`config.mk`:
```
export PLATFORM = sky130hd
export DESIGN_NAME = axi_error_reporter_mc_flat
export DESIGN_NICKNAME = d
export VERILOG_FILES = /design/src/rtl/axi_error_reporter_mc_if.sv /design/src/rtl/axi_error_reporter_mc.sv /design/src/flat_wrapper.sv
export SDC_FILE = /design/constraint.sdc
export NUM_CORES = 2
export LEC_CHECK = 0
export ABC_AREA = 1
export CAP_MARGIN = 30
export CORE_AREA = 10 10 479 481
export DETAILED_ROUTE_END_ITERATION = 10
export DIE_AREA = 0 0 489 491
export PLACE_DENSITY_LB_ADDON = 0.05
export SLEW_MARGIN = 30
export SYNTH_ARGS = -nofsm -noshare
export SYNTH_HDL_FRONTEND = slang
export SYNTH_SLANG_ARGS = --single-unit
```
`constraint.sdc`:
```
create_clock -name clk -period 81.5 [get_ports clk]
set_input_delay 16.3 -clock clk [delete_from_list [all_inputs] [get_ports clk]]
set_output_delay 16.3 -clock clk [all_outputs]
set_load 0.02 [all_outputs]
```
`src/rtl/axi_error_reporter_mc_if.sv`:
```
// AXI4-Lite bus bundle for the multi-channel error reporter.
// The slave modport is the reporter side; master is the interconnect side.
interface axi_error_reporter_mc_if;
  logic [31:0] awaddr;
  logic [2:0]  awprot;
  logic        awvalid;
  logic        awready;
  logic [31:0] wdata;
  logic [3:0]  wstrb;
  logic        wvalid;
  logic        wready;
  logic [1:0]  bresp;
  logic        bvalid;
  logic        bready;
  logic [31:0] araddr;
  logic [2:0]  arprot;
  logic        arvalid;
  logic        arready;
  logic [31:0] rdata;
  logic [1:0]  rresp;
  logic        rvalid;
  logic        rready;

  modport slave (
    input  awaddr, awprot, awvalid, output awready,
    input  wdata, wstrb, wvalid,    output wready,
    output bresp, bvalid,           input  bready,
    input  araddr, arprot, arvalid, output arready,
    output rdata, rresp, rvalid,    input  rready
  );

  modport master (
    output awaddr, awprot, awvalid, input  awready,
    output wdata, wstrb, wvalid,    input  wready,
    input  bresp, bvalid,           output bready,
    output araddr, arprot, arvalid, input  arready,
    input  rdata, rresp, rvalid,    output rready
  );
endinterface

```
`src/rtl/axi_error_reporter_mc.sv`:
```
// Multi-channel error reporter: per-channel first-error snapshot, saturating
// event counter, write-1-to-clear capture flags and a maskable level interrupt.
module axi_error_reporter_mc #(
  parameter int NUM_CH = 2,
  parameter int DATA_W = 512,
  parameter int ERR_W  = 9,
  parameter int ADDR_W = 12
) (
  input  logic                     clk,
  input  logic                     reset,
  input  logic [NUM_CH-1:0]        ch_eth_active,
  input  logic [NUM_CH-1:0]        ch_status,
  input  logic [NUM_CH*ERR_W-1:0]  ch_error,
  input  logic [NUM_CH*DATA_W-1:0] ch_error_data,
  input  logic [NUM_CH*32-1:0]     ch_expected_fdata,
  output logic                     irq,
  axi_error_reporter_mc_if.slave   s_axi
);
  localparam int NW = DATA_W / 32;
  localparam int IDX_W = ADDR_W - 2;
  localparam logic [31:0] INFO = {8'(NW), 8'(ERR_W), 8'(NUM_CH), 8'h01};
  localparam logic [1:0] RESP_OKAY = 2'b00;
  localparam logic [1:0] RESP_DECERR = 2'b11;

  function automatic logic [31:0] sat_inc(input logic [31:0] v);
    return (v == 32'hFFFF_FFFF) ? v : v + 32'd1;
  endfunction

  // Per-channel state
  logic [NUM_CH-1:0]             prev_q, cap_q, cap_d, irq_en_q, irq_en_d;
  logic [NUM_CH-1:0]             nz, ev, load, clr;
  logic [NUM_CH-1:0][31:0]       cnt_q, cnt_d, fd_q;
  logic [NUM_CH-1:0][ERR_W-1:0]  code_q;
  logic [NUM_CH-1:0][DATA_W-1:0] data_q;
  logic                          irq_q;

  // Write path state
  logic             aw_held_q, aw_held_d, w_held_q, w_held_d;
  logic             awready_q, wready_q, bvalid_q, bvalid_d;
  logic [1:0]       bresp_q;
  logic [IDX_W-1:0] widx_q;
  logic [31:0]      wdata_q;
  logic [3:0]       wstrb_q;
  logic             aw_hs, w_hs, b_hs, wr_commit, wr_clr, wr_ien, wr_ok;

  // Read path state
  logic        arready_q, rvalid_q, rvalid_d;
  logic [31:0] rdata_q, rd_data, ridx, rel;
  logic [1:0]  rresp_q;
  logic        rd_err, ar_hs, r_hs;
  int          rk;

  logic unused_bits;
  assign unused_bits = ^{s_axi.awprot, s_axi.arprot, s_axi.awaddr, s_axi.araddr};

  assign aw_hs = s_axi.awvalid & awready_q;
  assign w_hs  = s_axi.wvalid & wready_q;
  assign b_hs  = bvalid_q & s_axi.bready;
  assign ar_hs = s_axi.arvalid & arready_q;
  assign r_hs  = rvalid_q & s_axi.rready;

  // A write takes effect once, in the cycle both halves are held and before B is raised.
  assign wr_commit = aw_held_q & w_held_q & ~bvalid_q;
  assign wr_clr    = wr_commit && (32'(widx_q) == 32'd3);
  assign wr_ien    = wr_commit && (32'(widx_q) == 32'd4);
  assign wr_ok     = (32'(widx_q) == 32'd3) || (32'(widx_q) == 32'd4);

  always_comb begin
    aw_held_d = aw_held_q;
    w_held_d  = w_held_q;
    bvalid_d  = bvalid_q;
    if (aw_hs) aw_held_d = 1'b1;
    if (w_hs) w_held_d = 1'b1;
    if (wr_commit) bvalid_d = 1'b1;
    if (b_hs) begin
      aw_held_d = 1'b0;
      w_held_d  = 1'b0;
      bvalid_d  = 1'b0;
    end
  end

  always_ff @(posedge clk or posedge reset) begin
    if (reset) begin
      aw_held_q <= 1'b0;
      w_held_q  <= 1'b0;
      awready_q <= 1'b0;
      wready_q  <= 1'b0;
      bvalid_q  <= 1'b0;
      bresp_q   <= RESP_OKAY;
      widx_q    <= '0;
      wdata_q   <= '0;
      wstrb_q   <= '0;
    end else begin
      aw_held_q <= aw_held_d;
      w_held_q  <= w_held_d;
      awready_q <= ~aw_held_d;
      wready_q  <= ~w_held_d;
      bvalid_q  <= bvalid_d;
      if (aw_hs) widx_q <= s_axi.awaddr[ADDR_W-1:2];
      if (w_hs) begin
        wdata_q <= s_axi.wdata;
        wstrb_q <= s_axi.wstrb;
      end
      if (wr_commit) bresp_q <= wr_ok ? RESP_OKAY : RESP_DECERR;
    end
  end

  // Event detection, capture and counting; an event overrides a same-cycle clear.
  always_comb begin
    cap_d    = cap_q;
    cnt_d    = cnt_q;
    irq_en_d = irq_en_q;
    nz       = '0;
    ev       = '0;
    load     = '0;
    clr      = '0;
    for (int n = 0; n < NUM_CH; n++) begin
      nz[n]   = |ch_error[n*ERR_W +: ERR_W];
      clr[n]  = wr_clr & wstrb_q[n/8] & wdata_q[n];
      ev[n]   = nz[n] & ~prev_q[n];
      load[n] = ev[n] & (~cap_q[n] | clr[n]);
      if (ev[n]) begin
        cap_d[n] = 1'b1;
        cnt_d[n] = clr[n] ? 32'd1 : sat_inc(cnt_q[n]);
      end else if (clr[n]) begin
        cap_d[n] = 1'b0;
        cnt_d[n] = '0;
      end
      if (wr_ien && wstrb_q[n/8]) irq_en_d[n] = wdata_q[n];
    end
  end

  always_ff @(posedge clk or posedge reset) begin
    if (reset) begin
      prev_q   <= '0;
      cap_q    <= '0;
      cnt_q    <= '0;
      code_q   <= '0;
      fd_q     <= '0;
      data_q   <= '0;
      irq_en_q <= '0;
      irq_q    <= 1'b0;
    end else begin
      prev_q   <= nz;
      cap_q    <= cap_d;
      cnt_q    <= cnt_d;
      irq_en_q <= irq_en_d;
      irq_q    <= |(cap_q & irq_en_q);
      for (int n = 0; n < NUM_CH; n++) begin
        if (load[n]) begin
          code_q[n] <= ch_error[n*ERR_W +: ERR_W];
          data_q[n] <= ch_error_data[n*DATA_W +: DATA_W];
          fd_q[n]   <= ch_expected_fdata[n*32 +: 32];
        end
      end
    end
  end

  // Read decode: globals at 0..5, channel blocks of 32 words from word 64.
  always_comb begin
    rd_data = '0;
    rd_err  = 1'b1;
    rk      = 0;
    ridx    = 32'(s_axi.araddr[ADDR_W-1:2]);
    rel     = ridx - 32'd64;
    if (ridx < 32'd6) begin
      rd_err = 1'b0;
      case (ridx[2:0])
        3'd0:    rd_data = 32'(ch_status);
        3'd1:    rd_data = 32'(ch_eth_active);
        3'd2:    rd_data = 32'(cap_q);
        3'd3:    rd_data = '0;
        3'd4:    rd_data = 32'(irq_en_q);
        default: rd_data = INFO;
      endcase
    end else if (ridx >= 32'd64) begin
      for (int n = 0; n < NUM_CH; n++) begin
        if (rel[31:5] == 27'(n)) begin
          rk = int'(rel[4:0]) - 16;
          if (rel[4:0] == 5'd0) begin
            rd_err  = 1'b0;
            rd_data = 32'(code_q[n]);
          end else if (rel[4:0] == 5'd1) begin
            rd_err  = 1'b0;
            rd_data = fd_q[n];
          end else if (rel[4:0] == 5'd2) begin
            rd_err  = 1'b0;
            rd_data = cnt_q[n];
          end else if (rk >= 0 && rk < NW) begin
            rd_err  = 1'b0;
            rd_data = data_q[n][(NW-1-rk)*32 +: 32];
          end
        end
      end
    end
  end

  always_comb begin
    rvalid_d = rvalid_q;
    if (ar_hs) rvalid_d = 1'b1;
    if (r_hs) rvalid_d = 1'b0;
  end

  always_ff @(posedge clk or posedge reset) begin
    if (reset) begin
      arready_q <= 1'b0;
      rvalid_q  <= 1'b0;
      rdata_q   <= '0;
      rresp_q   <= RESP_OKAY;
    end else begin
      arready_q <= ~rvalid_d;
      rvalid_q  <= rvalid_d;
      if (ar_hs) begin
        rdata_q <= rd_err ? 32'd0 : rd_data;
        rresp_q <= rd_err ? RESP_DECERR : RESP_OKAY;
      end
    end
  end

  assign s_axi.awready = awready_q;
  assign s_axi.wready  = wready_q;
  assign s_axi.bvalid  = bvalid_q;
  assign s_axi.bresp   = bresp_q;
  assign s_axi.arready = arready_q;
  assign s_axi.rvalid  = rvalid_q;
  assign s_axi.rdata   = rdata_q;
  assign s_axi.rresp   = rresp_q;
  assign irq           = irq_q;
endmodule

```
`src/flat_wrapper.sv`:
```
// flat-port wrapper written by rule: the top's interface ports become plain ports
module axi_error_reporter_mc_flat 
#(
  parameter int NUM_CH = 2,
  parameter int DATA_W = 512,
  parameter int ERR_W  = 9,
  parameter int ADDR_W = 12
)
  (clk, reset, ch_eth_active, ch_status, ch_error, ch_error_data, ch_expected_fdata, irq, s_axi_awaddr, s_axi_awprot, s_axi_awvalid, s_axi_awready, s_axi_wdata, s_axi_wstrb, s_axi_wvalid, s_axi_wready, s_axi_bresp, s_axi_bvalid, s_axi_bready, s_axi_araddr, s_axi_arprot, s_axi_arvalid, s_axi_arready, s_axi_rdata, s_axi_rresp, s_axi_rvalid, s_axi_rready);
  axi_error_reporter_mc_if s_axi_i ();
  input  logic clk;
  input  logic reset;
  input  logic [NUM_CH-1:0] ch_eth_active;
  input  logic [NUM_CH-1:0] ch_status;
  input  logic [NUM_CH*ERR_W-1:0] ch_error;
  input  logic [NUM_CH*DATA_W-1:0] ch_error_data;
  input  logic [NUM_CH*32-1:0] ch_expected_fdata;
  output logic irq;
  input wire logic [$bits(s_axi_i.awaddr)-1:0] s_axi_awaddr;
  input wire logic [$bits(s_axi_i.awprot)-1:0] s_axi_awprot;
  input wire logic [$bits(s_axi_i.awvalid)-1:0] s_axi_awvalid;
  output wire logic [$bits(s_axi_i.awready)-1:0] s_axi_awready;
  input wire logic [$bits(s_axi_i.wdata)-1:0] s_axi_wdata;
  input wire logic [$bits(s_axi_i.wstrb)-1:0] s_axi_wstrb;
  input wire logic [$bits(s_axi_i.wvalid)-1:0] s_axi_wvalid;
  output wire logic [$bits(s_axi_i.wready)-1:0] s_axi_wready;
  output wire logic [$bits(s_axi_i.bresp)-1:0] s_axi_bresp;
  output wire logic [$bits(s_axi_i.bvalid)-1:0] s_axi_bvalid;
  input wire logic [$bits(s_axi_i.bready)-1:0] s_axi_bready;
  input wire logic [$bits(s_axi_i.araddr)-1:0] s_axi_araddr;
  input wire logic [$bits(s_axi_i.arprot)-1:0] s_axi_arprot;
  input wire logic [$bits(s_axi_i.arvalid)-1:0] s_axi_arvalid;
  output wire logic [$bits(s_axi_i.arready)-1:0] s_axi_arready;
  output wire logic [$bits(s_axi_i.rdata)-1:0] s_axi_rdata;
  output wire logic [$bits(s_axi_i.rresp)-1:0] s_axi_rresp;
  output wire logic [$bits(s_axi_i.rvalid)-1:0] s_axi_rvalid;
  input wire logic [$bits(s_axi_i.rready)-1:0] s_axi_rready;
  assign s_axi_i.awaddr = s_axi_awaddr;
  assign s_axi_i.awprot = s_axi_awprot;
  assign s_axi_i.awvalid = s_axi_awvalid;
  assign s_axi_awready = s_axi_i.awready;
  assign s_axi_i.wdata = s_axi_wdata;
  assign s_axi_i.wstrb = s_axi_wstrb;
  assign s_axi_i.wvalid = s_axi_wvalid;
  assign s_axi_wready = s_axi_i.wready;
  assign s_axi_bresp = s_axi_i.bresp;
  assign s_axi_bvalid = s_axi_i.bvalid;
  assign s_axi_i.bready = s_axi_bready;
  assign s_axi_i.araddr = s_axi_araddr;
  assign s_axi_i.arprot = s_axi_arprot;
  assign s_axi_i.arvalid = s_axi_arvalid;
  assign s_axi_arready = s_axi_i.arready;
  assign s_axi_rdata = s_axi_i.rdata;
  assign s_axi_rresp = s_axi_i.rresp;
  assign s_axi_rvalid = s_axi_i.rvalid;
  assign s_axi_i.rready = s_axi_rready;
  axi_error_reporter_mc #(.NUM_CH(NUM_CH), .DATA_W(DATA_W), .ERR_W(ERR_W), .ADDR_W(ADDR_W)) u_core (.clk(clk), .reset(reset), .ch_eth_active(ch_eth_active), .ch_status(ch_status), .ch_error(ch_error), .ch_error_data(ch_error_data), .ch_expected_fdata(ch_expected_fdata), .irq(irq), .s_axi(s_axi_i));
endmodule
```
; Word level (Yosys, flattened, before mapping)
; Cells that the tools add are included.
[totals]
ff_bits = 1233
input_bits = 1223
word_cells = 139
output_inout_bits = 42
[classes]
mux = 48
n_lt_le_gt_ge = 4
reduce_logical = 16
shift = 2
n_bitwise = 25
add_sub_neg = 5
n_eq_ne = 13
[op_table]
columns = op, n
row1 = 512-bit by 32-bit indexed part select with 32-bit output, 2
row2 = 32-bit 2-to-1 mux, 21
row3 = 29-bit one-hot mux with 5 select lines, 1
row4 = "32-bit by 1-bit adder with 32-bit output, second input constant", 2
row5 = "32-bit == test, second input constant", 2
row6 = "27-bit by 1-bit == test with 1-bit output, second input constant", 1
row7 = 27-bit zero test, 1
row8 = 1-bit 2-to-1 mux, 24
row9 = 9-bit OR reduction, 2
row10 = 1-bit AND, 14
row11 = "10-bit by 7-bit subtractor with 11-bit output, second input constant", 1
row12 = "10-bit by 2-bit == test with 1-bit output, second input constant", 1
row13 = "10-bit by 3-bit == test with 1-bit output, second input constant", 1
row14 = "10-bit by 7-bit >= comparator with 1-bit output, second input constant", 1
row15 = "10-bit by 3-bit less-than comparator with 1-bit output, second input constant", 1
row16 = 1-bit inverter, 8
row17 = "5-bit by 6-bit subtractor with 7-bit output, first input constant", 1
row18 = "3-bit by 2-bit == test with 1-bit output, second input constant", 2
row19 = "6-bit by 1-bit >= comparator with 1-bit output, second input constant", 1
row20 = "6-bit less-than comparator, second input constant", 1
row21 = 2-bit nonzero test, 3
row22 = "5-bit by 5-bit subtractor with 6-bit output, second input constant", 1
row23 = "5-bit by 1-bit == test with 1-bit output, second input constant", 1
row24 = "5-bit by 2-bit == test with 1-bit output, second input constant", 1
row25 = 12 further kinds, 19

; Logic depth before layout (Yosys ltp)
[depth]
depth_word = 17
mapped_depth = 23
ltp_nobuf = 21

; Worst setup path before layout
; Ideal clock, no wire load.
[synth_timing]
kind = input port to flip-flop
startpoint = input s_axi_araddr[2]
endpoint = register u_core.rdata_q[10], in the netlist u_core.s_axi.rdata[10]
required_time_ps = 81382
path_stages = 14
path_buffers = 4
setup_time_ps = 118
arrival_ps = 17889
slack_ps = 63493
cell_sequence = buf_2 nand2_2 inv_2 buf_2 buf_2 buf_2 a22oi_1 o221ai_1 a21oi_1 nand4_1 a21oi_1 o21ai_0 nand3_1 nand2_1
[synth_between]
elab_chain_len = 17
elab_cells_between_ends = 40
cone_classes = add/sub (3) / order compare (4) / eq/ne (3) / shift (2) / mux (25) / reduce/logical (3)
[synth_lines]
columns = element, line_no
row1 = start: declaration, flat_wrapper.sv:30  ; input wire logic [$bits(s_axi_i.araddr)-1:0] s_axi_araddr;
row2 = 10-bit by 7-bit subtractor with 11-bit output, axi_error_reporter_mc.sv:165  ; rel = ridx - 32'd64;
row3 = 5-bit by 5-bit subtractor with 6-bit output, axi_error_reporter_mc.sv:179  ; rk = int'(rel[4:0]) - 16;
row4 = 5-bit by 6-bit subtractor with 7-bit output (tied with other cells), axi_error_reporter_mc.sv:191  ; rd_data = data_q[n][(NW-1-rk)*32 +: 32];
row5 = 512-bit by 32-bit indexed part select with 32-bit output or 1-bit logical AND (tied branches), "axi_error_reporter_mc.sv:191, axi_error_reporter_mc.sv:189"
row6 = 32-bit 2-to-1 mux or 1-bit 2-to-1 mux (tied branches), axi_error_reporter_mc.sv:189  ; end else if (rk >= 0 && rk < NW) begin
row7 = 32-bit 2-to-1 mux or 1-bit 2-to-1 mux (tied branches), axi_error_reporter_mc.sv:186  ; end else if (rel[4:0] == 5'd2) begin
row8 = 32-bit 2-to-1 mux or 1-bit 2-to-1 mux (tied branches), axi_error_reporter_mc.sv:183  ; end else if (rel[4:0] == 5'd1) begin
row9 = 32-bit 2-to-1 mux or 1-bit 2-to-1 mux (tied branches), axi_error_reporter_mc.sv:180  ; if (rel[4:0] == 5'd0) begin
row10 = 32-bit 2-to-1 mux or 1-bit 2-to-1 mux (tied branches), axi_error_reporter_mc.sv:178  ; if (rel[31:5] == 27'(n)) begin
row11 = 32-bit 2-to-1 mux or 1-bit 2-to-1 mux (tied branches), axi_error_reporter_mc.sv:189
row12 = 32-bit 2-to-1 mux or 1-bit 2-to-1 mux (tied branches), axi_error_reporter_mc.sv:186
row13 = 32-bit 2-to-1 mux or 1-bit 2-to-1 mux (tied branches), axi_error_reporter_mc.sv:183
row14 = 32-bit 2-to-1 mux or 1-bit 2-to-1 mux (tied branches), axi_error_reporter_mc.sv:180
row15 = 32-bit 2-to-1 mux or 1-bit 2-to-1 mux (tied branches), axi_error_reporter_mc.sv:178
row16 = 32-bit 2-to-1 mux or 1-bit 2-to-1 mux (tied branches), axi_error_reporter_mc.sv:176  ; end else if (ridx >= 32'd64) begin
row17 = 32-bit 2-to-1 mux or 1-bit 2-to-1 mux (tied branches), axi_error_reporter_mc.sv:166  ; if (ridx < 32'd6) begin
row18 = 32-bit 2-to-1 mux *, axi_error_reporter_mc.sv:214  ; rdata_q <= rd_err ? 32'd0 : rd_data;
row19 = end signal: assignment, axi_error_reporter_mc.sv:214
row20 = end: declaration, axi_error_reporter_mc.sv:48  ; logic [31:0] rdata_q, rd_data, ridx, rel;
; Mark *: on every way between the ends. The rest lies on a longest branch, timed or not.
; A chain may end at the register's enable or synchronous reset.

; Final worst setup path
[layout_timing]
startpoint = input ch_error[10]
endpoint = register u_core.data_q[684] in the netlist's numbering
[layout_between]
elab_chain_len = 3
[layout_lines]
columns = element, line_no
row1 = start: declaration, flat_wrapper.sv:15  ; input logic [NUM_CH*ERR_W-1:0] ch_error;
row2 = 9-bit OR reduction, axi_error_reporter_mc.sv:118  ; nz[n] = |ch_error[n*ERR_W +: ERR_W];
row3 = net u_core.nz[1], axi_error_reporter_mc.sv:31  ; logic [NUM_CH-1:0] nz, ev, load, clr;
row4 = 1-bit AND, axi_error_reporter_mc.sv:120  ; ev[n] = nz[n] & ~prev_q[n];
row5 = 1-bit AND, axi_error_reporter_mc.sv:121  ; load[n] = ev[n] & (~cap_q[n] | clr[n]);
row6 = end signal: indexed assignment, axi_error_reporter_mc.sv:152  ; data_q[n] <= ch_error_data[n*DATA_W +: DATA_W];
row7 = end: declaration, axi_error_reporter_mc.sv:34  ; logic [NUM_CH-1:0][DATA_W-1:0] data_q;
; The timed path passes the listed nets, and every way through them passes these cells.

==> qor.yml <==
outcome:
  outcome: "completed"
route:
  drc: 0
  first_iter_violations: 3196
  routed_wl_mm: 298
  num_vias: 46930
  routedWlPerCell_um: 31.1
  drt_first_pass_iters: 5
  route.antenna.remaining_nets: 0
  viasPerCell: 4.90
pwr:
  internal-power_mw: 1.10
  pwr-share-clk_pct: 47.9
  p_seq_share_pct: 42.1
  p_leak_nw: 37.4
  p_comb_share_pct: 9.9
  ir_drop_v: 0.0000204
  finalPower_mw: 1.48
  switching_share_pct: 25.7
  power_density_nw_per_um2: 19.0
  power.switching_uw: 379
synth:
  avgSynthCellArea_um2: 10.7
  synth_top_cell_area_share_pct: 52.8
  yosys_warnings: 0
  synth.distinct_cells: 56
  synth_area_um2: 58300
  yosys.area.top_type: "dfrtp_1"
  synth_enable_flop_cells: 0
  synth_ff_type: "dfrtp_1"
  ys_seq_area_share_pct: 52.8
  syn_nets: 6681
  ys_ff_latch: 1231
  yosys-top-cells-area: "dfrtp_1 53%, mux2_4 10%, mux2_2 6.9%, nand2_1 4.3%, a22oi_1 4.1%"
  synth-async-reset-ratio_pct: 100
  netlist_instances: 5454
clock_tree:
  ctsLongestPathBuffers: 3
  postCtsSetupRepairBufs: 0
  h-tree-depth: 4
  cts-hold-fix-buffers: 0
  cts_buffers: 159
  cts_root_buf: "clkbuf_16"
  clkTransAtPathRegs_ps: 60
  insertion_delay_ps: 810
  ctsResizeCount: 0
  cts_tree: "done"
  cts_sinks: 1231
floorplanning:
  pin_count: 1265
  dieHeight_um: 491
  die-area_um2: 240000
  coreArea_um2: 219000
  row_count: 172
  initial_core_util_pct: 26.6
  die_x_um: 489
global_routing:
  antenna_found_initial: 250
  grt_pass1_wl_mm: 405
  grt_max_degree: 175
  grt.total_usage_pct: 23.9
  grt_pass1_vias: 48560
  overflow: 0
critical_path:
  worstSetupPathType: "in -> reg"
  critPathLaunchType: "input pin"
  crit_arrival_ps: 22680
  crit_path_end_kind: "flip-flop"
  path_max_fanout: 164
  cp.required_ps: 82190
flow_run:
  max_cap_violations: 0
timing:
  setup_viol: 0
  max_freq_ghz: 0.0455
  rsz0062_at_grt: "no"
  tns_ps: 0
  slew_violations: 0
  worst_pin_slew_ps: 1040
  period_minus_slack_ps: 21990
  period_share_pct: 27.0
  fin_skew_ps: 33.2
  slew_headroom_pct: 30.0
  setup_ws_ps: 59510
  hold_viol: 0
cells_and_area:
  final_common_cell: "dfrtp_1"
  multi_input_area_um2: 23900
  area.sequential_um2: 30800
  layout_common_cells: "1231 x dfrtp_1, 1180 x clkdlybuf4s50_1, 660 x nand2_1"
  fin_area_um2: 77900
  layout-drive-gt1-share_pct: 17.0
  fill_cells: 22158
  area_delta_synth_final_pct: 33.6
  nets: 7739
placement:
  place_area_um2: 72500
  port_buffers: 1181
  dp_slack_ps: 58120
  hpwl_mm: 227
  place.gp.congestion: 0.878
hold_path:
  hp-class: "reg -> reg"
-- worst max-delay path, stage by stage --
cell and delay (ps):
clkdlybuf4s50_1 510, nor4_1 320, nand3_1 200, nand2_1 270, inv_1 220, nand2_8 480
buf_12 620, buf_4 820, buf_4 730, buf_6 600, buf_4 860, mux2_2 420
-- cells in the mapped netlist, drive strengths merged, types with 16 or more instances --
library cell,instances
a21oi,473
a22oi,318
buf,251
clkbuf,113
dfrtp,1231
inv,469
mux2,758
nand2,670
nand3,89
nand4,40
nor2,499
nor3,42
nor4,19
o21ai,181
o221ai,162
o41ai,16
xor2,21
-- per-layer routing --
layer	part of all wire [%]	wire, um	track usage [%]
met5	0.48	1420	0
met4	2.2	6560	5.45
met3	8.5	25400	8.98
met2	49	145000	40.8
met1	40	119000	28.3
-- kinds of logic (layout without fill, tap and decap cells) --
kind of cell	after synthesis	in the layout	synth area share (%)
compound gates	1224	1224	13.3
fa+ha+maj	4	4	0.0858
flops	1231	1231	52.8
buf+inv	836	2014	6.48
other cells	0	69	0
simple gates	1371	1371	9.64
xor+xnor	30	30	0.450
mux	758	758	17.2
-- flip-flops by register name, indices dropped and copies added, names as in the netlist, 2 cells and up --
signal	flops
u_core.data_q	1024
u_core.cap_q	2
u_core.s_axi.rdata	32
u_core.fd_q	64
u_core.irq_en_q	2
u_core.wdata_q	2
u_core.widx_q	10
u_core.cnt_q	64
u_core.prev_q	2
u_core.code_q	18
-- final cells by class --
type | instances | area share [%]
diodes | 69 | 0.222
multi-input cells | 3387 | 30.6
repair buffers | 1261 | 16.1
clock buffers | 248 | 6.12
well taps | 2871 | 4.61
clock inverters | 33 | 0.477
flip-flops and latches | 1231 | 39.5
inverters | 472 | 2.31
-- power groups by stage --
| stage | sequential [mW] | clock [mW] | combinational [mW] |
|---|---|---|---|
| final | 0.623 | 0.708 | 0.146 |
| after global routing | 0.623 | 0.752 | 0.157 |
| after CTS | 0.623 | 0.728 | 0.151 |
| after detailed placement | 0.634 | 0 | 0.150 |
| after global placement | 0.633 | 0 | 0.151 |
| after floorplan | 0.636 | 0 | 0.0437 |
-- through the flow --
stage | utilization (%) | hold WS, ps | cells
detailed placement | 33.1 | 466 | 9220
global route | 35.5 | 502 | 9527
finish | 35.5 | 478 | 9572
CTS | 35.4 | 481 | 9501
floorplan | - | 468 | 5454
global placement | 33.1 | 469 | 9219
-- worst paths after layout --
check	to	start	slack, ps	cells past startpoint
worst max-delay path	u_core.data_q[684]	ch_error[10]	59510	12
worst min-delay path	u_core.s_axi.rdata[3]	u_core.s_axi.rdata[3]	480	2
worst max register to register	u_core.data_q[684]	u_core.s_axi.bvalid	75110	12
worst min register to register	u_core.s_axi.rdata[3]	u_core.s_axi.rdata[3]	480	2
max in group asynchronous	u_core.data_q[186]	reset	61880	6
min in group asynchronous	u_core.data_q[690]	reset	16010	2
Note: power is estimated with default switching activity, not from simulation.
